`src/rtl/cnv_win_ctrl.sv`:
```
// ============================================================================
// cnv_win_ctrl
// ----------------------------------------------------------------------------
// Purpose:
//   Streams a WIDTH x HEIGHT frame of 8-bit pixels in raster order and
//   produces one zero-padded 3x3 neighbourhood window per pixel, also in
//   raster order, to drive a downstream MAC array (vld_i / din).
//
//   Pixels are held in a short line buffer that covers two rows plus a few
//   pixels. No frame buffer is used. Window (r,c) needs pixel (r+1,c+1), so
//   output runs WIDTH+1 pixels behind input. After the last pixel is
//   accepted, a FLUSH phase shifts in virtual zero pixels so that the
//   remaining WIDTH+1 windows are emitted on consecutive cycles.
//
// Parameters:
//   WIDTH  - frame width in pixels  (>= 2)
//   HEIGHT - frame height in pixels (>= 2)
//
// Ports:
//   clk        in   single clock, rising edge
//   rstn       in   asynchronous active-low reset
//   start_i    in   one-cycle frame start request (honoured only in IDLE)
//   pix_vld_i  in   input pixel valid
//   pix_i      in   [7:0] input pixel, raster order
//   pix_rdy_o  out  pixel ready; a pixel is accepted on pix_vld_i & pix_rdy_o
//   win_vld_o  out  window valid (one cycle per window)
//   din_o      out  [127:0] 3x3 window. Byte 3*(m+1)+(n+1) holds pixel
//                   (r+m, c+n), or 0 outside the frame. Bits [127:72] are 0.
//   row_o      out  [$clog2(HEIGHT)-1:0] window centre row
//   col_o      out  [$clog2(WIDTH)-1:0]  window centre column
//   busy_o     out  high while in RUN or FLUSH
//   perf_cnt_o out  [31:0] count of RUN cycles without pix_vld_i.
//                   Present only when CNV_WIN_CTRL_PERF_EN is defined.
//   done_o     out  one-cycle pulse once the last window of a frame is out
//
// Optional feature:
//   Define CNV_WIN_CTRL_PERF_EN to add the perf_cnt_o stall counter.
// ============================================================================
module cnv_win_ctrl #(
  parameter int WIDTH  = 128,
  parameter int HEIGHT = 128
) (
  input  logic                      clk,
  input  logic                      rstn,
  input  logic                      start_i,
  input  logic                      pix_vld_i,
  input  logic [7:0]                pix_i,
  output logic                      pix_rdy_o,
  output logic                      win_vld_o,
  output logic [127:0]              din_o,
  output logic [$clog2(HEIGHT)-1:0] row_o,
  output logic [$clog2(WIDTH)-1:0]  col_o,
  output logic                      busy_o,
`ifdef CNV_WIN_CTRL_PERF_EN
  output logic [31:0]               perf_cnt_o,
`endif
  output logic                      done_o
);

  localparam int RW   = $clog2(HEIGHT);
  localparam int CW   = $clog2(WIDTH);
  localparam int NPIX = WIDTH * HEIGHT;
  localparam int KW   = $clog2(NPIX);
  // Stored pixels; the incoming pixel acts as the newest tap, which gives
  // 2*WIDTH+3 taps in total.
  localparam int TAPS = 2 * WIDTH + 2;

  localparam logic [KW-1:0] K_FIRST = KW'(WIDTH + 1);
  localparam logic [KW-1:0] K_LAST  = KW'(NPIX - 1);
  localparam logic [RW-1:0] R_LAST  = RW'(HEIGHT - 1);
  localparam logic [CW-1:0] C_LAST  = CW'(WIDTH - 1);

  typedef enum logic [1:0] {
    ST_IDLE,
    ST_RUN,
    ST_FLUSH,
    ST_DONE
  } state_t;

  state_t          state;
  logic [KW-1:0]   in_cnt;
  logic [RW-1:0]   win_r;
  logic [CW-1:0]   win_c;

  logic [7:0]      line_buf [TAPS];
  logic [7:0]      tap      [TAPS+1];
  logic [71:0]     win_next;

  logic            accept;
  logic            advance;
  logic            emit;
  logic            last_win;
  logic [7:0]      shift_in;
  logic            top_edge;
  logic            bot_edge;
  logic            lft_edge;
  logic            rgt_edge;

  // pix_rdy_o is high only in RUN, so accept also means "in RUN".
  assign accept   = pix_vld_i & pix_rdy_o;
  // In FLUSH, a zero is shifted in every cycle in place of a real pixel.
  assign advance  = accept | (state == ST_FLUSH);
  assign shift_in = accept ? pix_i : 8'h00;
  // The first WIDTH+1 accepts only fill the buffer; after that, every
  // accept completes the neighbourhood of the next window.
  assign emit     = (accept & (in_cnt >= K_FIRST)) | (state == ST_FLUSH);
  assign last_win = (win_r == R_LAST) && (win_c == C_LAST);

  assign top_edge = (win_r == '0);
  assign bot_edge = (win_r == R_LAST);
  assign lft_edge = (win_c == '0);
  assign rgt_edge = (win_c == C_LAST);

  // Tap j holds the pixel j raster positions older than the one being
  // shifted in this cycle.
  assign tap[0] = shift_in;
  for (genvar i = 0; i < TAPS; i++) begin : g_tap
    assign tap[i+1] = line_buf[i];
  end

  // The window centre lags the newest pixel by WIDTH+1 positions. Its
  // neighbour (m,n) therefore sits at tap WIDTH+1 - m*WIDTH - n. Here that
  // is written with gm=m+1 and gn=n+1. Taps that fall outside the frame
  // read stale or wrapped data, so they are masked to zero.
  for (genvar gm = 0; gm < 3; gm++) begin : g_row
    for (genvar gn = 0; gn < 3; gn++) begin : g_col
      localparam int J = (2 - gm) * WIDTH + (2 - gn);
      logic keep;
      assign keep = !((gm == 0 && top_edge) || (gm == 2 && bot_edge) ||
                      (gn == 0 && lft_edge) || (gn == 2 && rgt_edge));
      assign win_next[8*(gm*3+gn) +: 8] = keep ? tap[J] : 8'h00;
    end
  end

  // The line buffer holds datapath storage only. Every tap it supplies is
  // either refilled before use or masked by the edge logic, so it has no
  // reset.
  always_ff @(posedge clk) begin
    if (advance) begin
      line_buf[0] <= shift_in;
      for (int i = 1; i < TAPS; i++) begin
        line_buf[i] <= line_buf[i-1];
      end
    end
  end

  // Frame sequencer with registered outputs. pix_rdy_o and busy_o follow
  // the state being entered. done_o is raised from DONE, so it pulses one
  // cycle after the final window.
  always_ff @(posedge clk or negedge rstn) begin
    if (!rstn) begin
      state     <= ST_IDLE;
      in_cnt    <= '0;
      win_r     <= '0;
      win_c     <= '0;
      pix_rdy_o <= 1'b0;
      win_vld_o <= 1'b0;
      din_o     <= '0;
      row_o     <= '0;
      col_o     <= '0;
      busy_o    <= 1'b0;
      done_o    <= 1'b0;
    end else begin
      win_vld_o <= 1'b0;
      done_o    <= 1'b0;

      if (emit) begin
        win_vld_o <= 1'b1;
        din_o     <= {56'h0, win_next};
        row_o     <= win_r;
        col_o     <= win_c;
        if (win_c == C_LAST) begin
          win_c <= '0;
          win_r <= win_r + RW'(1);
        end else begin
          win_c <= win_c + CW'(1);
        end
      end

      case (state)
        ST_IDLE: begin
          if (start_i) begin
            state     <= ST_RUN;
            in_cnt    <= '0;
            win_r     <= '0;
            win_c     <= '0;
            pix_rdy_o <= 1'b1;
            busy_o    <= 1'b1;
          end
        end
        ST_RUN: begin
          if (accept) begin
            if (in_cnt == K_LAST) begin
              state     <= ST_FLUSH;
              pix_rdy_o <= 1'b0;
            end else begin
              in_cnt <= in_cnt + KW'(1);
            end
          end
        end
        ST_FLUSH: begin
          if (last_win) begin
            state  <= ST_DONE;
            busy_o <= 1'b0;
          end
        end
        ST_DONE: begin
          done_o <= 1'b1;
          state  <= ST_IDLE;
        end
        default: begin
          state <= ST_IDLE;
        end
      endcase
    end
  end

`ifdef CNV_WIN_CTRL_PERF_EN
  // Counts RUN cycles in which the source had no pixel to offer. The count
  // saturates rather than wrapping, so a long stall never reads as small.
  always_ff @(posedge clk or negedge rstn) begin
    if (!rstn) begin
      perf_cnt_o <= '0;
    end else if (state == ST_IDLE && start_i) begin
      perf_cnt_o <= '0;
    end else if (state == ST_RUN && !pix_vld_i && perf_cnt_o != '1) begin
      perf_cnt_o <= perf_cnt_o + 32'd1;
    end
  end
`endif

endmodule
```
`config.mk`:
```
export PLATFORM = sky130hd
export DESIGN_NAME = cnv_win_ctrl
export DESIGN_NICKNAME = d
export VERILOG_FILES = /design/src/rtl/cnv_win_ctrl.sv
export SDC_FILE = /design/constraint.sdc
export NUM_CORES = 1
export LEC_CHECK = 0
export BUFFER_PORTS_ARGS = -buffer_cell sky130_fd_sc_hd__clkbuf_2
export CORE_MARGIN = 10
export CORE_UTILIZATION = 60
export DETAILED_ROUTE_END_ITERATION = 16
export GPL_TIMING_DRIVEN = 0
export HOLD_SLACK_MARGIN = 0.08
export PLACE_DENSITY_LB_ADDON = 0.05
export SLEW_MARGIN = 20
export SYNTH_ARGS = -nofsm -noshare
export SYNTH_HDL_FRONTEND = slang
export SYNTH_SLANG_ARGS = --single-unit
```
`constraint.sdc`:
```
create_clock -name clk -period 54.9 [get_ports clk]
set_input_delay 5.49 -clock clk [delete_from_list [all_inputs] [get_ports clk]]
set_output_delay 5.49 -clock clk [all_outputs]
set_load 0.01 [all_outputs]
```
==> results of run 1 <==
power breakdown:
group / total, uW / internal, uW / switching, uW
registers: 1790 / 1790 / 0
clock network: 1350 / 790 / 557
logic: 7.81 / 3.17 / 4.64
cell usage in the layout, fill, tap and decap left out, types with 15 or more instances in the layout:
cell type | netlist | final
nor2_1 | 18 | 18
o21ai_0 | 26 | 26
clkinv_2 | 0 | 34
edfxtp_1 | 2064 | 2064
conb_1 | 1 | 56
dfrtp_1 | 120 | 120
buf_4 | 57 | 57
clkinv_1 | 0 | 43
a21oi_1 | 15 | 15
clkbuf_16 | 0 | 206
nand2_1 | 198 | 198
clkbuf_2 | 0 | 100
clkbuf_1 | 15 | 60
buf_16 | 0 | 20
nand3_1 | 66 | 66
bufinv_16 | 0 | 20
kinds of logic (layout without fill, tap and decap cells):
| logic type | after synthesis | count (layout) |
|---|---|---|
| compound gates | 65 | 65 |
| xor+xnor | 10 | 10 |
| fa+ha+maj | 11 | 11 |
| buf+inv | 103 | 593 |
| flops | 2184 | 2184 |
| mux | 4 | 4 |
| other cells | 1 | 57 |
| simple gates | 335 | 335 |
routing by layer:
metal / share of wire (%) / wire length (um) / up-vias
li1: - / - / 11300
met5: 0.070 / 63 / -
met1: 49 / 44220 / 12860
met4: 2.3 / 2112 / 8
met3: 6.9 / 6230 / 173
met2: 42 / 37580 / 615
area by class of cell:
type                    count  share of cell area (%)
diodes                      1                0.003230
plain buffers              87                  0.7155
clock buffers             259                   7.015
clock inverters           109                   1.358
inverters                  16                 0.08722
multi-input cells         481                   3.119
flip-flops and latches   2184                   83.89
well taps                1500                   2.423
repair buffers            122                   1.394
worst max-delay path by stage:
stage / startpoint / slack (ns) / cells past startpoint / endpoint
finish: pix_vld_i / 46.68 / 8 / line_buf[98][2]
global route: pix_vld_i / 46.38 / 8 / line_buf[119][6]
CTS: pix_vld_i / 46.64 / 8 / line_buf[98][2]
detailed placement: pix_vld_i / 45.77 / 8 / line_buf[126][6]
global placement: pix_vld_i / -2.60 / 3 / line_buf[225][5]
floorplan: pix_vld_i / 7.42 / 2 / line_buf[0][0]
flip-flops by register name, summed over array words and instances (netlist names), 2 cells and up:
| register | cells |
|---|---|
| win_r | 7 |
| line_buf | 2064 |
| col_o | 7 |
| din_o | 72 |
| win_c | 7 |
| row_o | 7 |
| state | 2 |
| in_cnt | 14 |
through the flow:
stage	util, %	cells	total power, uW	instance area, sq um
finish	68.95	4759	3149	77470
global route	68.95	4758	3264	77460
CTS	68.95	4758	3194	77460
detailed placement	63.18	4390	1838	70980
global placement	62.66	4369	1837	70390
floorplan	-	2768	1835	68010
==> summary.md, run 1 <==
| Metric | Value |
|---|---|
| Clock Path Buffers | `3` |
| I/O Buffers | `101` |
| Worst rel slew slack | `33.39%` |
| Final-report hold violation count | `0` |
| Finish-stage setup viols | `0` |
| Clk Latency, worst-skew pair | `0.76 ns` |
| Global route hottest layer | `met1` |
| Main combinational cell family by area after synthesis | `simple AND/OR/NAND/NOR gates` |
| Synth cell count leaders | `edfxtp_1 (2,064), nand2_1 (198), dfrtp_1 (120)` |
| Worst Path Max Fanout | `119` |
| Simple-gate share of the synthesized area | `2.249%` |
| Synth top area cells | `edfxtp_1 (91%), dfrtp_1 (4.4%), nand2_1 (1.1%)` |
| Hold Path Cell Cnt | `0` |
| XOR/XNOR share of the synthesized area | `0.1292%` |
| Beginning of the worst hold path | `line_buf[138][3]` |
| CTS tree | `yes` |
| P&R area growth vs syn | `14.25%` |
| Fin nets | `3,116` |
| Crit path top cell by count | `buf_16` |
| Clk slew on worst S/H paths | `0.06 ns` |
| Buf/Inv on CP | `7` |
| Unrepaired setup endpoints after global routing | `false` |
| Grt ovf | `0` |
| Clock skew | `0.01691 ns` |
| Post-CTS Repair Setup Buffers | `0` |
| # fillers | `6,870` |
| Status | `complete, no violations` |
| Post-cts resize count | `0` |
| Initial Util | `60.35%` |
| Transition time of the tightest slew-check pin | `0.9992 ns` |
| Hold_buf cts | `0` |
| R2r setup slk | `50.81 ns` |
| Met2 Use GR | `18.40%` |
| Ys flop type | `edfxtp_1` |
| Core area | `112,300 sq um` |
| Async SR Flop Fraction | `5.495%` |
| Vias in the first global route | `24,560` |
| CP max stage delay | `0.49 ns` |
| GRT met1 Usage | `23.26%` |
| Minimum clock period | `8.220 ns` |
| Top-count cell post-synth | `edfxtp_1` |
| Die Ht | `356.2 um` |
| Dpl ws | `45.77 ns` |
| Root Buffer | `clkbuf_16` |
| Worst Setup End Kind | `register` |
| Multi-input combinational cell area | `2416 sq um` |
| Synth Area per Inst | `24.99 sq um` |
| Global-route usage over all layers | `14.39%` |
| Worst r2r path cells | `9` |
| Maximum vdd drop | `0.00003251 V` |
| Worst Setup Start Kind | `input pin` |
| Final period utilization | `14.97%` |
| Synth Area in Compound Gates | `0.6053%` |
| Top Ports | `158` |
| Adder-Cell Fraction of Synth Area | `0.2030%` |
| Via count | `24,960` |
| Vias/cell | `5.245` |
| H-Tree Depth | `4` |
| Final worst setup slack | `46.68 ns` |
| Fmax achieved | `121.7 MHz` |
| CP top delay family | `buffers and inverters` |
| Synthesized flop and latch total | `2,184` |
| Reg-to-Reg End | `line_buf[98][2]` |
| Initial antenna violation count | `5` |
| Synth warnings | `0` |
| Die Width | `356.2 um` |
| P_leak | `0.01870 uW` |
| Antenna viol nets, final | `0` |
| Synthesized area | `67,810 sq um` |
| DR DRC count | `0` |
| Row count | `123` |
| Hold EP | `line_buf[139][3]` |
| HP Class | `reg2reg` |
| DRT iter0 DRCs | `2,288` |
| WL/cell | `18.96 um` |
| Worst hold margin | `0.4046 ns` |
| R2R Path Start | `state[0]` |
| GPL Wtd Cong | `0.7730` |
| Max-cap violation count | `0` |
| Detailed placement HPWL | `46.12 mm` |
| WP data required | `55.30 ns` |
| M3 GR Usage | `4.381%` |
| Seq/Total Area, Yosys | `95.84%` |
| Slew Limit Fails | `0` |
| Die area | `126,900 sq um` |
| Post-synth EDFFs | `2,064` |
| CTS buffer count | `201` |
| FF+latch area | `64,980 sq um` |
| Count of cell types in the netlist | `53` |
| Setup Crit Path Kind | `in2reg` |
| Cell taking the most area after synthesis | `edfxtp_1` |
| First-pass GRT wire length | `143.1 mm` |
| Crit path DAT | `8.62 ns` |
| Post-Syn Instances | `2,713` |
| Yosys top cell area share | `91.41%` |
| Share of layout cells above drive strength 1 | `15.04%` |
| CTS sink cnt | `2,184` |
| Critical-path cell list | `clkbuf_2 -> a21oi_1 -> inv_8 -> buf_16 -> buf_16 -> buf_16 -> buf_16 -> buf_16` |
| TritonRoute pass-1 iters | `7` |
| Multiplexer area fraction after synthesis | `0.06643%` |
| Largest net degree at the start of global routing | `127` |
| TNS Setup | `0 ns` |
| CP max-delay cell | `buf_16` |
| Power density over the cells | `40.65 nW/um^2` |
| Aggregate routed wire length | `90.22 mm` |
No activity file was read; power rests on OpenSTA's default activity.
==> inputs of run 2 (changes only) <==
--- a/config.mk
+++ b/config.mk
@@ -7,7 +7,7 @@
 export LEC_CHECK = 0
 export BUFFER_PORTS_ARGS = -buffer_cell sky130_fd_sc_hd__clkbuf_2
 export CORE_MARGIN = 10
-export CORE_UTILIZATION = 60
+export CORE_UTILIZATION = 55
 export DETAILED_ROUTE_END_ITERATION = 16
 export GPL_TIMING_DRIVEN = 0
 export HOLD_SLACK_MARGIN = 0.08
==> constraint.sdc (replaced) <==
create_clock -name clk -period 6.85 [get_ports clk]
set_input_delay 0.685 -clock clk [delete_from_list [all_inputs] [get_ports clk]]
set_output_delay 0.685 -clock clk [all_outputs]
set_load 0.01 [all_outputs]
==> run 2 against run 1 <==
Global-route usage down 1.3 points. Register-to-register slack worse by 48 ns. Die area up 8.6%. Largest power group unchanged. Final cell count up 3.7%. Worst hold slack worse by 0.15 ns. Clock power rose to 7.9 times the previous value. Via count about the same. First-iteration DRC count down 4.3%. Critical path type is now reg2reg. Utilization down 4.9 points.
==> summary.md, run 2 (synthesis gave the netlist of run 1 again) <==
| Metric | Value |
|---|---|
| Transition time of the tightest slew-check pin | `1.090 ns` |
| Row count | `128` |
| Fin nets | `3,161` |
| Most frequent cells in the layout | `edfxtp_1 (2,064), clkbuf_16 (209), nand2_1 (198)` |
| Top Layer Used | `met4` |
| Placed Area | `71,890 sq um` |
| Max reg flops | `2,064` |
| Met3 WL post-DR | `6.115 mm` |
| P_leak | `0.01892 uW` |
| Setup Crit Path Kind | `reg2reg` |
| Fin cells | `4,935` |
| Buf/Inv on CP | `12` |
| Worst hold margin | `0.2552 ns` |
| Design Area, Final | `78,240 sq um` |
| Levels on crit path | `14` |
| Finish-stage setup viols | `0` |
| Registers with the most flip-flops | `line_buf (2064), din_o (72), in_cnt (14)` |
| DR WL met2 | `36.14 mm` |
| Switching portion of total power | `18.06%` |
| Die Ht | `371.1 um` |
| H-Tree Depth | `4` |
| WP data required | `7.31 ns` |
| Initial antenna violation count | `3` |
| Placed cell count | `4,556` |
| Die Width | `371.1 um` |
| P&R area growth vs syn | `15.40%` |
| Initial Util | `55.49%` |
| Slew Limit Fails | `0` |
| Metal-1 WL | `44.99 mm` |
| HP Class | `in2reg` |
| CTS buffer count | `204` |
| DR DRC count | `0` |
| WL/cell | `18.11 um` |
| Int Pwr | `20,510 uW` |
| Largest net degree at the start of global routing | `75` |
| TritonRoute pass-1 iters | `7` |
| Root Buffer | `clkbuf_16` |
| GPL Wtd Cong | `0.7965` |
| CTS sink cnt | `2,184` |
| Grt ovf | `0` |
| CP max-delay cell | `clkinvlp_4` |
| Fmax achieved | `231.8 MHz` |
| Global-route usage over all layers | `13.11%` |
| Power density over the cells | `319.9 nW/um^2` |
| Status | `complete, no violations` |
| Die area | `137,700 sq um` |
| Largest Register | `line_buf` |
| Critical Path End | `line_buf[178][3]` |
| Critical-path cell list | `inv_1 -> ha_1 -> a21oi_4 -> clkinvlp_4 -> buf_12 -> buf_12 -> buf_12 -> buf_12 -> buf_12 -> buf_12 -> buf_12 -> buf_12 -> buf_12 -> buf_12` |
| Worst r2r path cells | `14` |
| Clk slew on worst S/H paths | `0.06 ns` |
| Clock skew | `0.02072 ns` |
| CP max stage delay | `0.48 ns` |
| Worst Setup Start Kind | `register` |
| Crit path DAT | `4.78 ns` |
| Final period utilization | `62.98%` |
| TNS Setup | `0 ns` |
| Minimum clock period | `4.314 ns` |
| Worst Setup End Kind | `register` |
| Worst rel slew slack | `27.35%` |
| Crit path top cell by count | `buf_12` |
| Reg-to-Reg End | `line_buf[178][3]` |
| CP Launch Point | `state[0]` |
| Antenna viol nets, final | `0` |
| DRT iter0 DRCs | `2,190` |
| Clk Latency, worst-skew pair | `0.78 ns` |
| Via count | `24,960` |
| Vias/cell | `5.057` |
| Clock Path Buffers | `3` |
| Unrepaired setup endpoints after global routing | `false` |
| Final-report hold violation count | `0` |
| Net switching power | `4520 uW` |
| Detailed placement HPWL | `46.34 mm` |
| Logic pwr share | `0.3%` |
| Maximum vdd drop | `0.0002684 V` |
| CTS tree | `yes` |
| R2R Path Start | `state[0]` |
| Vias in the first global route | `24,870` |
| I/O Buffers | `101` |
| Aggregate routed wire length | `89.35 mm` |
| Worst Path Max Fanout | `41` |
| Sequential power share | `57.5%` |
| # fillers | `8,025` |
| Top Ports | `158` |
| R2r setup slk | `2.54 ns` |
| First-pass GRT wire length | `143.2 mm` |
| CP top delay family | `buffers and inverters` |
| Clock power share | `42.3%` |
| Max-cap violation count | `0` |
| Commonest non-fill, non-tap cell in the layout | `edfxtp_1` |
| Core area | `122,200 sq um` |
| Share of layout cells above drive strength 1 | `15.69%` |
[run 2: changes by cell type in the layout (fill, tap and decap cells not counted), sizes merged]
cell,change
bufinv,-8
inv,-1
dlygate4sd3,+1
clkinvlp,-1
clkinv,+5
clkbuf,+13
buf,+41
diode,+1
[run 2: worst min-delay path by stage]
stage,from,to,cells after the start
final,pix_i[1],line_buf[0][1],2
after global routing,pix_i[4],line_buf[0][4],2
after CTS,pix_i[1],line_buf[0][1],2
after detailed placement,line_buf[101][7],line_buf[102][7],0
after global placement,line_buf[126][1],line_buf[127][1],0
after floorplan,rstn,busy_o,0
[run 2: final cells by class]
cell class / count / area [sq um] / share of cell area [%]
plain buffers: 87 / 553.0 / 0.7068
well taps: 1625 / 2033 / 2.599
diodes: 2 / 5.005 / 0.006396
repair buffers: 164 / 1841 / 2.352
clock buffers: 272 / 5537 / 7.076
multi-input cells: 481 / 2427 / 3.102
flip-flops and latches: 2184 / 64980 / 83.05
inverters: 16 / 63.81 / 0.08155
clock inverters: 104 / 802.0 / 1.025
[run 2: per-layer routing]
| layer | up-vias | GRT usage (%) |
|---|---|---|
| li1 | 11410 | - |
| met1 | 12760 | 21.55 |
| met2 | 605 | 16.29 |
| met3 | 184 | 3.845 |
| met4 | 0 | 4.994 |
| met5 | - | 0 |
[run 2: repair_timing]
item | in CTS | in global routing
hold buffers | 1 | 0
buffers inserted | 0 | 0
hold endpoints to repair | 46 | 0
resized for setup | 0 | 0
[run 2: power by group through the flow]
| stage | clock, uW | sequential (uW) | combinational, uW |
|---|---|---|---|
| final | 10600 | 14400 | 62.6 |
| after global routing | 11500 | 14400 | 70.1 |
| after CTS | 11000 | 14400 | 60.7 |
| after detailed placement | 0 | 14700 | 60.2 |
| after global placement | 0 | 14700 | 56.6 |
| after floorplan | 0 | 14700 | 37.9 |
[run 2: through the flow]
step | setup WS (ns) | total power [uW] | utilization, %
after global placement | -34.25 | 14720 | 57.75
after detailed placement | 2.457 | 14730 | 58.83
final | 2.536 | 25030 | 64.03
after floorplan | -25.59 | 14700 | -
after CTS | 2.504 | 25430 | 64.03
after global routing | 2.267 | 25980 | 64.03
